$ cat src/rtl/gcd_sweep_driver_if.sv
// ============================================================================
// Module   : gcd_sweep_driver_if
// Purpose  : Start/Ack handshake and operand/result bus between the sweep
//            driver (master) and the GCD core (slave).
// Revision : 1.0
// ============================================================================
`default_nettype none

interface gcd_sweep_driver_if #(
    parameter int W = 8
);
    logic         Start;
    logic         Ack;
    logic [W-1:0] Ain;
    logic [W-1:0] Bin;
    logic         q_Sub;
    logic         q_Done;
    logic [W-1:0] AB_GCD;

    modport master (
        output Start, Ack, Ain, Bin,
        input  q_Sub, q_Done, AB_GCD
    );

    modport slave (
        input  Start, Ack, Ain, Bin,
        output q_Sub, q_Done, AB_GCD
    );
endinterface

`default_nettype wire

$ cat src/rtl/gcd_sweep_driver.sv
// ============================================================================
// Module   : gcd_sweep_driver
// Purpose  : Sweeps every (Ain, Bin) operand pair through the GCD core and
//            reports per-pair result, computation clocks and sweep stats.
// Revision : 1.0
// ============================================================================
`default_nettype none

module gcd_sweep_driver #(
    parameter int W       = 8,
    parameter int A_MIN   = 2,
    parameter int A_MAX   = 63,
    parameter int B_MIN   = 2,
    parameter int B_MAX   = 63,
    parameter int TIMEOUT = 1023
) (
    input  wire logic          Clk,
    input  wire logic          Reset,
    input  wire logic          CEN,
    input  wire logic          Go,
    gcd_sweep_driver_if.master core,
    output logic               Busy,
    output logic               Sweep_Done,
    output logic               Err,
    output logic               Pair_Valid,
    output logic [W-1:0]       Last_GCD,
    output logic [15:0]        Last_Clocks,
    output logic [15:0]        Max_Clocks,
    output logic [15:0]        Pair_Count
);

    typedef enum logic [3:0] {
        S_IDLE, S_SETUP, S_START, S_WAIT_SUB, S_WAIT_DONE,
        S_ACK, S_GAP, S_NEXT, S_FINISH, S_ERR
    } state_t;

    localparam logic [W-1:0] c_a_min = W'(A_MIN);
    localparam logic [W-1:0] c_a_max = W'(A_MAX);
    localparam logic [W-1:0] c_b_min = W'(B_MIN);
    localparam logic [W-1:0] c_b_max = W'(B_MAX);

    state_t       state_q, state_d;
    logic [W-1:0] ain_q, ain_d, bin_q, bin_d;
    logic         start_q, start_d, ack_q, ack_d;
    logic         busy_q, busy_d, done_q, done_d, err_q, err_d, pv_q, pv_d;
    logic [W-1:0] last_gcd_q, last_gcd_d;
    logic [15:0]  last_clk_q, last_clk_d, max_clk_q, max_clk_d;
    logic [15:0]  pair_cnt_q, pair_cnt_d, cnt_q, cnt_d;
    logic [15:0]  cnt_inc, pair_inc;

    assign cnt_inc  = (cnt_q == 16'hFFFF) ? cnt_q : cnt_q + 16'd1;
    assign pair_inc = (pair_cnt_q == 16'hFFFF) ? pair_cnt_q : pair_cnt_q + 16'd1;

    always_comb begin
        state_d    = state_q;
        ain_d      = ain_q;
        bin_d      = bin_q;
        start_d    = 1'b0;
        ack_d      = 1'b0;
        pv_d       = 1'b0;
        busy_d     = busy_q;
        done_d     = done_q;
        err_d      = err_q;
        last_gcd_d = last_gcd_q;
        last_clk_d = last_clk_q;
        max_clk_d  = max_clk_q;
        pair_cnt_d = pair_cnt_q;
        cnt_d      = cnt_q;
        case (state_q)
            S_IDLE, S_FINISH, S_ERR: begin
                if (Go) begin
                    state_d    = S_SETUP;
                    pair_cnt_d = 16'd0;
                    max_clk_d  = 16'd0;
                    err_d      = 1'b0;
                    done_d     = 1'b0;
                    ain_d      = c_a_min;
                    bin_d      = c_b_min;
                    busy_d     = 1'b1;
                end
            end
            S_SETUP: begin
                state_d = S_START;
                start_d = 1'b1;
            end
            S_START: state_d = S_WAIT_SUB;
            // q_Sub wins even if q_Done is already high, so the count restarts at 0.
            S_WAIT_SUB: begin
                if (core.q_Sub) begin
                    cnt_d   = 16'd0;
                    state_d = S_WAIT_DONE;
                end
            end
            S_WAIT_DONE: begin
                if (core.q_Done) begin
                    last_gcd_d = core.AB_GCD;
                    last_clk_d = cnt_q;
                    if (cnt_q > max_clk_q) max_clk_d = cnt_q;
                    pair_cnt_d = pair_inc;
                    pv_d       = 1'b1;
                    ack_d      = 1'b1;
                    state_d    = S_ACK;
                end else if ({16'd0, cnt_inc} >= 32'(TIMEOUT)) begin
                    err_d   = 1'b1;
                    busy_d  = 1'b0;
                    state_d = S_ERR;
                end else begin
                    cnt_d = cnt_inc;
                end
            end
            S_ACK: state_d = S_GAP;
            S_GAP: begin
                if (!core.q_Done) state_d = S_NEXT;
            end
            S_NEXT: begin
                if (bin_q < c_b_max) begin
                    bin_d   = bin_q + 1'b1;
                    state_d = S_SETUP;
                end else if (ain_q < c_a_max) begin
                    bin_d   = c_b_min;
                    ain_d   = ain_q + 1'b1;
                    state_d = S_SETUP;
                end else begin
                    done_d  = 1'b1;
                    busy_d  = 1'b0;
                    state_d = S_FINISH;
                end
            end
            default: state_d = S_IDLE;
        endcase
    end

    always_ff @(posedge Clk) begin
        if (Reset) begin
            state_q    <= S_IDLE;
            ain_q      <= c_a_min;
            bin_q      <= c_b_min;
            start_q    <= 1'b0;
            ack_q      <= 1'b0;
            busy_q     <= 1'b0;
            done_q     <= 1'b0;
            err_q      <= 1'b0;
            pv_q       <= 1'b0;
            last_gcd_q <= '0;
            last_clk_q <= 16'd0;
            max_clk_q  <= 16'd0;
            pair_cnt_q <= 16'd0;
            cnt_q      <= 16'd0;
        end else if (CEN) begin
            state_q    <= state_d;
            ain_q      <= ain_d;
            bin_q      <= bin_d;
            start_q    <= start_d;
            ack_q      <= ack_d;
            busy_q     <= busy_d;
            done_q     <= done_d;
            err_q      <= err_d;
            pv_q       <= pv_d;
            last_gcd_q <= last_gcd_d;
            last_clk_q <= last_clk_d;
            max_clk_q  <= max_clk_d;
            pair_cnt_q <= pair_cnt_d;
            cnt_q      <= cnt_d;
        end
    end

    assign core.Start  = start_q;
    assign core.Ack    = ack_q;
    assign core.Ain    = ain_q;
    assign core.Bin    = bin_q;
    assign Busy        = busy_q;
    assign Sweep_Done  = done_q;
    assign Err         = err_q;
    assign Pair_Valid  = pv_q;
    assign Last_GCD    = last_gcd_q;
    assign Last_Clocks = last_clk_q;
    assign Max_Clocks  = max_clk_q;
    assign Pair_Count  = pair_cnt_q;

endmodule

`default_nettype wire

$ cat src/flat_wrapper.sv
// flat-port wrapper written by rule: the top's interface ports become plain ports
module gcd_sweep_driver_flat 
#(
    parameter int W       = 8,
    parameter int A_MIN   = 2,
    parameter int A_MAX   = 63,
    parameter int B_MIN   = 2,
    parameter int B_MAX   = 63,
    parameter int TIMEOUT = 1023
)
  (Clk, Reset, CEN, Go, Busy, Sweep_Done, Err, Pair_Valid, Last_GCD, Last_Clocks, Max_Clocks, Pair_Count, core_Start, core_Ack, core_Ain, core_Bin, core_q_Sub, core_q_Done, core_AB_GCD);
  gcd_sweep_driver_if #(.W(W)) core_i ();
  input  wire logic Clk;
  input  wire logic Reset;
  input  wire logic CEN;
  input  wire logic Go;
  output logic Busy;
  output logic Sweep_Done;
  output logic Err;
  output logic Pair_Valid;
  output logic [W-1:0] Last_GCD;
  output logic [15:0] Last_Clocks;
  output logic [15:0] Max_Clocks;
  output logic [15:0] Pair_Count;
  output wire logic [$bits(core_i.Start)-1:0] core_Start;
  output wire logic [$bits(core_i.Ack)-1:0] core_Ack;
  output wire logic [$bits(core_i.Ain)-1:0] core_Ain;
  output wire logic [$bits(core_i.Bin)-1:0] core_Bin;
  input wire logic [$bits(core_i.q_Sub)-1:0] core_q_Sub;
  input wire logic [$bits(core_i.q_Done)-1:0] core_q_Done;
  input wire logic [$bits(core_i.AB_GCD)-1:0] core_AB_GCD;
  assign core_Start = core_i.Start;
  assign core_Ack = core_i.Ack;
  assign core_Ain = core_i.Ain;
  assign core_Bin = core_i.Bin;
  assign core_i.q_Sub = core_q_Sub;
  assign core_i.q_Done = core_q_Done;
  assign core_i.AB_GCD = core_AB_GCD;
  gcd_sweep_driver #(.W(W), .A_MIN(A_MIN), .A_MAX(A_MAX), .B_MIN(B_MIN), .B_MAX(B_MAX), .TIMEOUT(TIMEOUT)) u_core (.Clk(Clk), .Reset(Reset), .CEN(CEN), .Go(Go), .core(core_i), .Busy(Busy), .Sweep_Done(Sweep_Done), .Err(Err), .Pair_Valid(Pair_Valid), .Last_GCD(Last_GCD), .Last_Clocks(Last_Clocks), .Max_Clocks(Max_Clocks), .Pair_Count(Pair_Count));
endmodule
$ cat config.mk
export PLATFORM = sky130hd
export DESIGN_NAME = gcd_sweep_driver_flat
export DESIGN_NICKNAME = d
export VERILOG_FILES = /design/src/rtl/gcd_sweep_driver_if.sv /design/src/rtl/gcd_sweep_driver.sv /design/src/flat_wrapper.sv
export SDC_FILE = /design/constraint.sdc
export NUM_CORES = 1
export LEC_CHECK = 0
export CAP_MARGIN = 5
export CORE_AREA = 2 2 112 114
export CTS_CLUSTER_SIZE = 8
export DETAILED_ROUTE_END_ITERATION = 10
export DIE_AREA = 0 0 114 116
export DONT_BUFFER_PORTS = 1
export PLACE_DENSITY = 0.6
export SYNTH_ARGS = -nofsm -noshare
export SYNTH_HDL_FRONTEND = slang
export SYNTH_SLANG_ARGS = --single-unit
export TNS_END_PERCENT = 50
$ cat constraint.sdc
create_clock -name Clk -period 3.4 [get_ports Clk]
set_input_delay 0.51 -clock Clk [delete_from_list [all_inputs] [get_ports Clk]]
set_output_delay 0.51 -clock Clk [all_outputs]
set_load 0.05 [all_outputs]
==> impl_metrics.csv <==
group,metric,value,unit
synth,synth_xor_area_frac,0.0424,
setup_path,worst_r2r_endpoint,"u_core.cnt_q[2]$_SDFFE_PP0P_",
detailed_routing,drc,0,
setup_path,critPathCapture,"u_core.cnt_q[2]$_SDFFE_PP0P_",
synth,synth_top_area_cell,"dfxtp_1",
min_path,min_path_type,"input port to flop",
detailed_routing,firstDrtPassIters,4,
flow_run,drv_cap,0,
setup_path,endpoint_kind,"flop",
sta,drv_slew,0,
synth,synth_common_cells,"nand2_1, dfxtp_1, nor2_1",
synth,synth-edff-count,0,
layout,antenna_cells,0,
sta,setup_viol,0,
layout,drive_gt1_frac,0.124,
power_and_ir_drop,swShare,0.223,
synth,ys_seq_area_frac,0.392,
sta,skew,0.00677,ns
sta,fmax,0.337,GHz
placement,hpwlAfterDp,9.34,mm
setup_path,cp-start-kind,"flop",
clock_tree,clock_latency,0.35,ns
sta,layout_min_cycle_time,2.96,ns
power_and_ir_drop,p_leak,1.97,nW
floorplan,core_area,11900,um2
clock_tree,cts_resized,0,
detailed_routing,routedWlPerCell,16.6,um
synth,synth.area.mux_share,0.0407,
setup_path,worstSetupStartpoint,"u_core.cnt_q[1]$_SDFFE_PP0P_",
detailed_routing,drtIter0Drc,222,
sta,hold_viol_final,0,
power_and_ir_drop,intPower,0.00181,W
synth,ys_seq_elements,97,
setup_path,reg2reg_slack,0.44,ns
synth,synth_most_common_cell,"nand2_1",
clock_tree,cts-root-buf,"clkbuf_16",
synth,synth_fa_ha_area_frac,0.0505,
detailed_routing,vias,4257,
clock_tree,cts_tree,"built",
detailed_routing,finalWirelength,12.8,mm
layout,fin_nets,651,
global_routing,grt_pass1_vias,3985,
floorplan,fp-row-count,40,
synth,syn_avg_cell_area,8.27,um2
sta,setup_tns,0,ns
synth,synth-simple-area-share,0.273,
clock_tree,postCtsSetupBuffers,0,
synth,synthesis.instances,599,
synth,synth_nets,633,
setup_path,cp.required,3.64,ns
clock_tree,htreeDepth,3,
global_routing,grt_start_max_net_pins,43,
placement,port_buffers,0,
power_and_ir_drop,vdd_drop_max,0.000188,V
power_and_ir_drop,p_comb_frac,0.042,
detailed_routing,postRouteAntennaNets,0,
placement,pre_cts_slack,0.492,ns
layout,final_util,0.470,
synth,synth_ff_type,"dfxtp_1",
sta,setup_slack,0.437,ns
layout,syn_to_final_growth,13.0,%
setup_path,path_class,"flop to flop",
clock_tree,numCtsBuffers,9,
setup_path,reg2reg_depth,8,
run_status,outcome,"completed",
synth,synth_top_family_by_area,"simple AND/OR/NAND/NOR gates",
global_routing,grt_usage,0.197,
power_and_ir_drop,p_clk_frac,0.455,
global_routing,grt_overflow,0,
synth,synth_top_area_share,0.392,
placement,place_congestion,0.890,
global_routing,antenna_found_initial,0,
floorplan,dieHeight,116,um
sta,max_slew_margin,0.345,
layout,multiInputGateArea,2760,um2
sta,period_share,0.871,
synth,ys_warn_count,0,
floorplan,ios,92,
setup_path,arrival,3.21,ns
layout,nFillCells,1202,
clock_tree,hold_buffers,0,
layout,seqCellArea,1940,um2
synth,ys_types,72,
clock_tree,cts.sinks,97,
power_and_ir_drop,seqPwrFrac,0.503,
sta,rsz0062_at_grt,"false",
floorplan,start_util,0.416,
sta,holdWs,0.219,ns
setup_path,cp_max_fo,9,
clock_tree,cts_buffer_depth,2,
synth,async_flop_share,0,
setup_path,r2r_start,"u_core.cnt_q[1]$_SDFFE_PP0P_",
detailed_routing,viasPerCell,5.54,
floorplan,fp.dieArea,13200,um2
power_and_ir_drop,power_switching,0.000519,W
sta,worst-slew-pin-transition,0.981,ns
power_and_ir_drop,p_per_area,415,nW/um2
synth,synth_compound_area_frac,0.151,
synth,synth.area.top_cells,"dfxtp_1, nand2_1, ha_1",
floorplan,dieWidth,114,um
clock_tree,path_clk_slew,0.07,ns
placement,dp.cells,753,
layout,final_cells,769,
synth,syn_area,4950,um2
global_routing,grt_pass1_wl,20.4,mm
==> sequential cells by signal (all words and copies together) (netlist names) <==
name                flops
u_core.Last_Clocks     16
u_core.Max_Clocks      16
u_core.Pair_Count      16
u_core.cnt_q           16
u_core.Last_GCD         8
u_core.core.Ain         8
u_core.core.Bin         8
u_core.state_q          4
u_core.Busy             1
u_core.Err              1
u_core.Sweep_Done       1
u_core.core.Ack         1
u_core.core.Start       1
==> worst min-delay path by stage <==
| stage | startpoint | end | depth (start not counted) |
|---|---|---|---|
| floorplan | u_core.cnt_q[15]$_SDFFE_PP0P_ | u_core.Last_Clocks[15]$_SDFFE_PP0P_ | 2 |
| global placement | u_core.cnt_q[6]$_SDFFE_PP0P_ | u_core.Last_Clocks[6]$_SDFFE_PP0P_ | 2 |
| detailed placement | u_core.cnt_q[6]$_SDFFE_PP0P_ | u_core.Last_Clocks[6]$_SDFFE_PP0P_ | 2 |
| CTS | Reset | u_core.state_q[0]$_SDFFE_PP0P_ | 1 |
| global route | Reset | u_core.state_q[2]$_SDFFE_PP0P_ | 1 |
| finish | Reset | u_core.state_q[2]$_SDFFE_PP0P_ | 1 |
==> cells in the final DEF (no fill, tap or decap), types with 5 or more instances in the layout <==
master	netlist	final
and2_1	9	9
nand2b_1	7	7
xor2_1	18	18
nor2b_1	10	10
o21ai_0	13	13
inv_1	21	21
dfxtp_1	97	97
mux2i_1	19	19
xnor2_1	6	6
nand4_1	20	20
and3_1	7	7
nand3_1	21	21
ha_1	20	20
buf_4	6	43
clkbuf_16	0	9
nand2_1	107	107
a211oi_1	5	5
a21oi_1	46	46
nor2_1	48	48
nor3_1	10	10
==> cell families after synthesis <==
family,after synthesis
and+or+nand+nor,270
AOI/OAI and AO/OA,111
DFF,97
buffers and inverters,57
xor gates and xnor gates,24
muxes,20
adders and majority gates,20
==> critical path: stages, from the launching register on <==
cell	delay (ns)
dfxtp_1	0.48
ha_1	0.24
nand4_2	0.18
or4_1	0.62
nand3_2	0.12
a211o_1	0.13
or3b_1	0.50
o211a_1	0.35
o22a_1	0.23
==> metrics by stage <==
stage | cell area (um2) | total power, W
floorplan | 4950 | 0.00127
global placement | 5290 | 0.00129
detailed placement | 5290 | 0.00129
CTS | 5600 | 0.00235
global route | 5600 | 0.00241
finish | 5600 | 0.00232
==> routing by layer <==
metal	global-route usage	part of all wire
met1	0.253	0.46
met2	0.305	0.45
met3	0.0607	0.067
met4	0.0902	0.026
met5	0	0
==> cell type report <==
type	count	area share
repair buffers	43	0.0577
multi-input cells	445	0.493
clock inverters	2	0.00626
inverters	21	0.0141
well taps	147	0.0329
clock buffers	14	0.0490
flip-flops and latches	97	0.347
==> power by group through the flow <==
stage | Combinational (W) | Sequential, W | Clock [W]
after floorplan | 0.0000764 | 0.00119 | 0
after global placement | 0.0000965 | 0.00120 | 0
after detailed placement | 0.0000978 | 0.00120 | 0
after CTS | 0.0000983 | 0.00117 | 0.00108
after global routing | 0.000108 | 0.00117 | 0.00113
final | 0.0000975 | 0.00117 | 0.00106
Note: power is estimated with default switching activity, not from simulation.
